===== src/rtl/ecc_ram_scrubber.sv =====
// ECC RAM front-end: arbitrates host accesses against a periodic background
// scrubber, writes corrected words back and keeps error statistics.
module ecc_ram_scrubber #(
  parameter int DATA_WIDTH     = 8,
  parameter int RAM_DEPTH      = 256,
  parameter int SCRUB_INTERVAL = 1024,
  localparam int AW            = $clog2(RAM_DEPTH)
) (
  input  logic                  clk,
  input  logic                  rst_n,
  input  logic                  host_req,
  input  logic                  host_we,
  input  logic [AW-1:0]         host_addr,
  input  logic [DATA_WIDTH-1:0] host_wdata,
  output logic                  host_ready,
  output logic                  host_rvalid,
  output logic [DATA_WIDTH-1:0] host_rdata,
  output logic                  host_sbe,
  output logic                  host_dbe,
  input  logic                  scrub_en,
  input  logic                  err_clr,
  output logic [AW-1:0]         ram_addr,
  output logic [DATA_WIDTH-1:0] ram_wdata,
  output logic                  ram_we,
  output logic                  ram_re,
  input  logic [DATA_WIDTH-1:0] ram_rdata,
  input  logic                  ram_sbe,
  input  logic                  ram_dbe,
  output logic [15:0]           sbe_count,
  output logic [15:0]           dbe_count,
  output logic [AW-1:0]         dbe_addr,
  output logic                  dbe_irq,
  output logic                  scrub_done,
  output logic [2:0]            dbg_state
);

  localparam int CW = (SCRUB_INTERVAL > 1) ? $clog2(SCRUB_INTERVAL) : 1;

  localparam logic [2:0] S_IDLE   = 3'd0;
  localparam logic [2:0] S_HWR    = 3'd1;
  localparam logic [2:0] S_HRD    = 3'd2;
  localparam logic [2:0] S_RDWAIT = 3'd3;
  localparam logic [2:0] S_WB     = 3'd4;
  localparam logic [2:0] S_SRD    = 3'd5;

  logic [2:0]            state;
  logic                  last_grant;   // 1 = host won the previous grant
  logic                  origin_host;
  logic                  scrub_pending;
  logic [CW-1:0]         int_cnt;
  logic [AW-1:0]         scrub_addr;
  logic [AW-1:0]         cmd_addr;
  logic [DATA_WIDTH-1:0] cmd_wdata;

  logic host_accept, scrub_grant, rd_wait, sbe_hit, dbe_hit, scrub_finish;

  // Handshake: a host command transfers on every rising edge where
  // host_req && host_ready; host_rvalid is a single-cycle pulse with no backpressure.
  assign host_ready   = (state == S_IDLE) && !(scrub_pending && last_grant);
  assign host_accept  = host_req && host_ready;
  assign scrub_grant  = (state == S_IDLE) && scrub_pending && !(host_req && !last_grant);
  assign rd_wait      = (state == S_RDWAIT);
  assign sbe_hit      = rd_wait && ram_sbe;
  assign dbe_hit      = rd_wait && !ram_sbe && ram_dbe;
  assign scrub_finish = !origin_host && ((rd_wait && !ram_sbe) || (state == S_WB));

  assign ram_we    = (state == S_HWR) || (state == S_WB);
  assign ram_re    = (state == S_HRD) || (state == S_SRD);
  assign ram_addr  = cmd_addr;
  assign ram_wdata = cmd_wdata;
  assign dbg_state = state;

  always_ff @(posedge clk or negedge rst_n) begin
    if (!rst_n) begin
      state       <= S_IDLE;
      last_grant  <= 1'b0;
      origin_host <= 1'b0;
      cmd_addr    <= '0;
      cmd_wdata   <= '0;
    end else begin
      case (state)
        S_IDLE: begin
          if (host_accept) begin
            cmd_addr    <= host_addr;
            cmd_wdata   <= host_wdata;
            origin_host <= 1'b1;
            last_grant  <= 1'b1;
            state       <= host_we ? S_HWR : S_HRD;
          end else if (scrub_grant) begin
            cmd_addr    <= scrub_addr;
            origin_host <= 1'b0;
            last_grant  <= 1'b0;
            state       <= S_SRD;
          end
        end
        S_HRD, S_SRD: state <= S_RDWAIT;
        S_RDWAIT: begin
          if (ram_sbe) begin
            cmd_wdata <= ram_rdata;
            state     <= S_WB;
          end else begin
            state <= S_IDLE;
          end
        end
        default: state <= S_IDLE;
      endcase
    end
  end

  always_ff @(posedge clk or negedge rst_n) begin
    if (!rst_n) begin
      host_rvalid <= 1'b0;
      host_rdata  <= '0;
      host_sbe    <= 1'b0;
      host_dbe    <= 1'b0;
      dbe_irq     <= 1'b0;
    end else begin
      host_rvalid <= rd_wait && origin_host;
      dbe_irq     <= dbe_hit;
      if (rd_wait && origin_host) begin
        host_rdata <= ram_rdata;
        host_sbe   <= ram_sbe;
        host_dbe   <= ram_dbe;
      end
    end
  end

  // Clear takes priority over a same-cycle increment.
  always_ff @(posedge clk or negedge rst_n) begin
    if (!rst_n) begin
      sbe_count <= '0;
      dbe_count <= '0;
      dbe_addr  <= '0;
    end else if (err_clr) begin
      sbe_count <= '0;
      dbe_count <= '0;
      dbe_addr  <= '0;
    end else begin
      if (sbe_hit && sbe_count != 16'hFFFF) sbe_count <= sbe_count + 16'd1;
      if (dbe_hit && dbe_count != 16'hFFFF) dbe_count <= dbe_count + 16'd1;
      if (dbe_hit) dbe_addr <= cmd_addr;
    end
  end

  always_ff @(posedge clk or negedge rst_n) begin
    if (!rst_n) begin
      scrub_addr <= '0;
      scrub_done <= 1'b0;
    end else begin
      scrub_done <= scrub_finish && (scrub_addr == AW'(RAM_DEPTH - 1));
      if (scrub_finish) begin
        if (scrub_addr == AW'(RAM_DEPTH - 1)) scrub_addr <= '0;
        else                                   scrub_addr <= scrub_addr + 1'b1;
      end
    end
  end

  // The interval counter pauses while a request is outstanding.
  always_ff @(posedge clk or negedge rst_n) begin
    if (!rst_n) begin
      int_cnt       <= '0;
      scrub_pending <= 1'b0;
    end else if (!scrub_en) begin
      int_cnt       <= '0;
      scrub_pending <= 1'b0;
    end else if (scrub_grant) begin
      scrub_pending <= 1'b0;
    end else if (!scrub_pending) begin
      if (int_cnt == CW'(SCRUB_INTERVAL - 1)) begin
        int_cnt       <= '0;
        scrub_pending <= 1'b1;
      end else begin
        int_cnt <= int_cnt + 1'b1;
      end
    end
  end

endmodule


===== config.mk =====
export PLATFORM = sky130hd
export DESIGN_NAME = ecc_ram_scrubber
export DESIGN_NICKNAME = d
export VERILOG_FILES = /design/src/rtl/ecc_ram_scrubber.sv
export SDC_FILE = /design/constraint.sdc
export NUM_CORES = 1
export LEC_CHECK = 0
export ABC_AREA = 1
export CORE_ASPECT_RATIO = 0.8
export CORE_MARGIN = 1
export CORE_UTILIZATION = 37
export CTS_CLUSTER_SIZE = 10
export DETAILED_ROUTE_END_ITERATION = 10
export PLACE_DENSITY = 0.71
export SYNTH_ARGS = -nofsm -noshare
export SYNTH_HDL_FRONTEND = slang
export SYNTH_SLANG_ARGS = --single-unit

===== constraint.sdc =====
create_clock -name clk -period 2.7 [get_ports clk]
set_input_delay 0.54 -clock clk [delete_from_list [all_inputs] [get_ports clk]]
set_output_delay 0.54 -clock clk [all_outputs]
set_load 0.005 [all_outputs]

Word level (Yosys, flattened, before mapping)
Index checks and enable logic that the tools add are counted.

$add $sub $neg: 4. Equal/unequal tests: 14. Multiplexer cells: 27. Reduce and logical (&&, ||, !) cells: 31.

Operator list (count): $mux 16 (4); $mux 8 (7); $mux 10 (4); $add 16x1->16 const B (2); $ne 16x16->1 const B (2); $pmux 8 s2 (1); $logic_and 1x1->1 (14); $add 10x1->10 const B (1); $eq 10x10->1 const B (1); $reduce_bool 2->1 (5); $mux 3 (3); $pmux 3 s3 (1); $add 8x1->8 const B (1); $eq 8x8->1 const B (1); $ne 2x2->1 const B (4); $eq 3x2->1 const B (2); $eq 3x3->1 const B (2); $mux 1 (6); $logic_not 1->1 (4); $reduce_and 2->1 (2); $eq 3x1->1 const B (1); $logic_not 3->1 (1); $logic_or 1x1->1 (3); $ne 3x3->1 const B (1); other kinds (3) (3).

Bits in registers: 92. Bits of input ports: 32. Output and inout port bits: 75. Word-level logic and storage cells: 92.

Depth between registers and ports, before layout
Depth in word-level cells: 7. Depth in mapped cells: 10. Gate-level depth less buffers: 9.

Least setup slack after synthesis
No wires, ideal clock.

Kind: flip-flop to flip-flop. Start: register dbe_count[0]. End: register dbe_count[12]. Library setup time: 0.065 ns. Data arrival time: 1.480 ns. Data required time: 2.635 ns. Path slack: 1.155 ns. Stages on the path, launching flop included: 11. Buffers on the path: 1. Period minus slack after synthesis: 1.545 ns. Cells stage by stage: dfrtp_1 -> ha_1 -> nand3_2 -> inv_2 -> nand2_2 -> nor2_4 -> nor2_8 -> nor2_8 -> buf_8 -> nand2_1 -> nand2_1.

Cells in the longest elaborated chain, start to end: 3. Elaborated cells on any way between the ends: 6. Those cells by class: add/sub (1); eq/ne (1); mux (2); reduce/logical (2).

RTL lines: from (decl) (line 30) `output logic [15:0] dbe_count,`; from (signal assigned) (line 140) `if (dbe_hit && dbe_count != 16'hFFFF) dbe_count <= dbe_count + 16'd1;`; $add 16x1->16 / $ne 16x16->1 (equally long branches) (line 140); $mux 16 / $logic_and 1x1->1 (equally long branches) (line 140); $mux 16 / $reduce_bool 2->1 (equally long branches).

Several ways; a longest one is shown, not always the timed one. The select of a mux whose other input is x is not followed. A chain may end at the register's enable or synchronous reset.

Final worst setup path
Start: register state[1], in the netlist dbg_state[1]. End: output host_ready.

Cells in the longest elaborated chain, start to end: 2.

RTL lines: from (decl) (line 46) `logic [2:0] state;`; from (signal assigned) (line 88) `state <= host_we ? S_HWR : S_HRD;`; $logic_not 3->1 (line 59) `assign host_ready = (state == S_IDLE) && !(scrub_pending && last_grant);`; $logic_and 1x1->1 (line 59); to (decl) (line 15) `output logic host_ready,`.

Every way passes these cells.

==> results summary <==
The number of antenna violations at the first check in global routing is 0. The nature of the critical path endpoint is an output port. For this design the static power due to leakage is 0.00296 uW. The number of port buffers came out at 106.

The antenna diode instance count is 0. After the first detailed-routing iteration, the DRC count stood at 384. The number of vias per cell came out at 4.69. For this design, the CTS-stage hold fixing added 0 buffers. Clock-pin slew was measured on the worst setup and hold paths at 0.06 ns. The setup TNS after final layout came out at 0 ns.

The placed instances occupy a cell area of 6120 um2. The first-pass GRT wire length came out at 20000 um. The chip width is 130 um. The total via count after detailed routing is 4339. The slew at the pin closest to its max-slew limit is 0.414 ns. For this run, the leading register cell type out of synthesis is sky130_fd_sc_hd__dfrtp_1. The deepest clock path buffer count came out at 2. The mapped netlist covers 4880 um2.

Gates resized during post-CTS repair numbered 0. The startpoint identified for the worst register-to-register timing path is sbe_count[0]. Summing all flip-flop and latch instances after layout gives 2300 um2. The flow ran to the end, and the final reports show no timing, DRC or antenna violations. The area of the placeable core is 12900 um2. The final number of max-transition violations came to 0. The residual overflow from global routing is 0. Setup slack on the worst reg-to-reg path comes out at 0.81 ns. For this run, asynchronously set or reset flops after synthesis account for 100%.

In the post-synthesis netlist, the biggest area contributors are sky130_fd_sc_hd__dfrtp_1 47%, sky130_fd_sc_hd__nand2_1 16%, sky130_fd_sc_hd__o21ai_0 5.1%. Setup repair after global routing left no endpoint under its margin. The number of sinks handled by clock tree synthesis came out at 92. Counting flops and latches in the post-synthesis netlist gives 92. Of the available clock period, the critical path in the final layout requires 84.5%.

The power per cell area is 704 nW/um2. In the final routed layout, each cell accounts on average for 13.1 um. The count of unique library cells instantiated by Yosys came out at 31. The layout-stage area growth over the synthesis result is 31.5%. The final cell area excluding filler cells came out at 6420 um2. The count of flip-flops with a built-in enable after synthesis is 0. Derived from the worst setup path, the maximum achievable clock frequency is 0.438 GHz. The worst setup path is launched from a flip-flop. The most critical setup path has its startpoint at dbg_state[1].

The combined area of the multi-input logic cells came out at 2240 um2. The worst-skew pair later-pin latency came out at 0.33 ns. At the worst endpoint, the arrival time is 1.74 ns. The number of nets at the end of the flow came out at 781. The number of warnings printed during yosys synthesis is 0.

The average instance in the mapped netlist occupies 7.67 um2. Global routing used 18.9% of the available tracks. After filler insertion, the fill cell instance count of the layout stands at 1273. The root buffer cell chosen for the clock tree is sky130_fd_sc_hd__clkbuf_16.

The largest driver fanout on the critical path came out at 4. The commonest cells after synthesis are 213 x sky130_fd_sc_hd__nand2_1, 92 x sky130_fd_sc_hd__dfrtp_1, 64 x sky130_fd_sc_hd__inv_1. TritonCTS built the clock tree. The fraction of final layout cells sized beyond drive strength 1 is 6.13%. Sequential elements use 47.1% of the synthesized area.

The dominant cell type by area after synthesis is sky130_fd_sc_hd__dfrtp_1. After synthesis, the largest area contributor takes up 47.1% of total cell area. The tightest min-delay check is of the primary input to asynchronous set/reset pin type. The number of nets in the synthesized netlist is 673. The final number of hold-violating endpoints is 0.

The number of global-route vias before repair was 3894. After detailed routing, the number of remaining DRC violations is 0. The die area is 13700 um2. The worst clock skew is 0.00497 ns. Among all cell types in the netlist, the one instantiated most often is sky130_fd_sc_hd__nand2_1. For this run, the share of the core covered by cells in the final layout is 49.9%. The total routed wirelength is 12100 um.

Setup violations remaining at the end of the flow were counted as 0. The cell count after synthesis is 637. The effective utilization at floorplan came out at 37.9%. Entering global routing, the biggest net connects 48 pins.

The max capacitance violation total came out at 0. Routability-driven placement finished with a final weighted congestion of 0.839. During I/O placement, the number of pins put on the boundary was 107. The required time at the endpoint of the critical path is 2.16 ns.

The first detailed-routing pass took 7 iterations. The maximum resistive drop on vdd is 346 uV. From bottom edge to top edge, the die measures 105 um. The setup path with the least slack is of type flip-flop to output port. The antenna violation net count after detailed routing came out at 0.

The worst hold margin is 0.100 ns. The count of H-tree levels built during CTS is 3. The number of clock buffers inserted by TritonCTS came out at 9. The worst pin sits at a relative slew slack of 72.3%. The number of buffers inserted by post-CTS setup repair came out at 0.

The number of core rows came out at 37. The half-perimeter wire length of the detailed placement result came out at 9000 um. The final critical-path required period is 2.28 ns.
==> routing by layer <==
layer  global-route usage, %  vias up  wire length, um  share of wire, %
met3                    3.23       13              318               2.6
met5                       0        -                0                 0
li1                        -     2273                -                 -
met1                    28.4     1992             6310                52
met2                    27.2       61             5290                44
met4                    6.16        0              204               1.7
==> registers in the layout (all words and copies together) (netlist names), 8 cells and up <==
signal	cells
ram_wdata	8
dbe_addr	8
scrub_addr	8
host_rdata	8
ram_addr	8
sbe_count	16
dbe_count	16
int_cnt	10
==> kinds of logic (layout without fill, tap and decap cells) <==
family,Yosys count,count (layout),synth area share (%)
and+or+nand+nor,371,371,34.0
DFF,92,92,47.1
buffers and inverters,82,195,7.05
AOI/OAI and AO/OA,71,71,7.69
xor gates and xnor gates,16,16,2.87
adders and majority gates,4,4,1.02
muxes,1,1,0.205
==> final cells by class <==
cell class | count | area share, %
flip-flops and latches | 92 | 35.8
multi-input cells | 463 | 34.8
repair buffers | 110 | 17.1
clock buffers | 13 | 4.05
inverters | 69 | 4.03
well taps | 175 | 3.41
clock inverters | 3 | 0.701
==> worst max-delay path: stages (launching register included) <==
cell                              delay (ns)
sky130_fd_sc_hd__dfrtp_1                0.42
sky130_fd_sc_hd__inv_1                  0.13
sky130_fd_sc_hd__nand3_1                0.15
sky130_fd_sc_hd__nor2_1                 0.17
sky130_fd_sc_hd__clkdlybuf4s50_1        0.55
==> cells in the final DEF, fill, tap and decap left out, drive strengths merged <==
cell type      count
o211ai             2
dfrtp             92
nand3b             3
inv               68
clkinvlp           2
nor2              64
clkbuf            13
nand3             44
mux2i              1
clkdlybuf4s50    105
nand4             34
a21oi             12
xor2              15
xnor2              1
or2                6
o21ai             51
o21bai             6
bufinv             1
clkinv             1
ha                 4
buf                5
nand2            218
nor3               2
==> final timing paths <==
kind                                 endpoint  depth (start not counted)
worst max-delay path               host_ready                          4
worst min-delay path             ram_wdata[1]                          1
worst max register to register  sbe_count[14]                          9
worst min register to register       host_dbe                          2
max in group asynchronous        dbe_count[3]                          2
min in group clk                     host_dbe                          2
==> where the power goes <==
part           internal (uW)  switching, uW  leakage [uW]  total [uW]
Clock                    770            526      0.000142        1300
Combinational            687            715       0.00160        1400
Sequential              1650            179       0.00122        1830
Total                   3110           1420       0.00296        4530
==> metrics by stage <==
| step | total power (uW) | worst slack [ns] | instances |
|---|---|---|---|
| 2_1_floorplan | 2500 | 1.16 | 637 |
| 3_3_place_gp | 3240 | 0.504 | 909 |
| 3_5_place_dp | 3270 | 0.459 | 909 |
| 4_1_cts | 4580 | 0.400 | 925 |
| 5_1_grt | 4820 | 0.334 | 925 |
| 6_report | 4530 | 0.418 | 925 |
(Power assumes the default switching activity.)
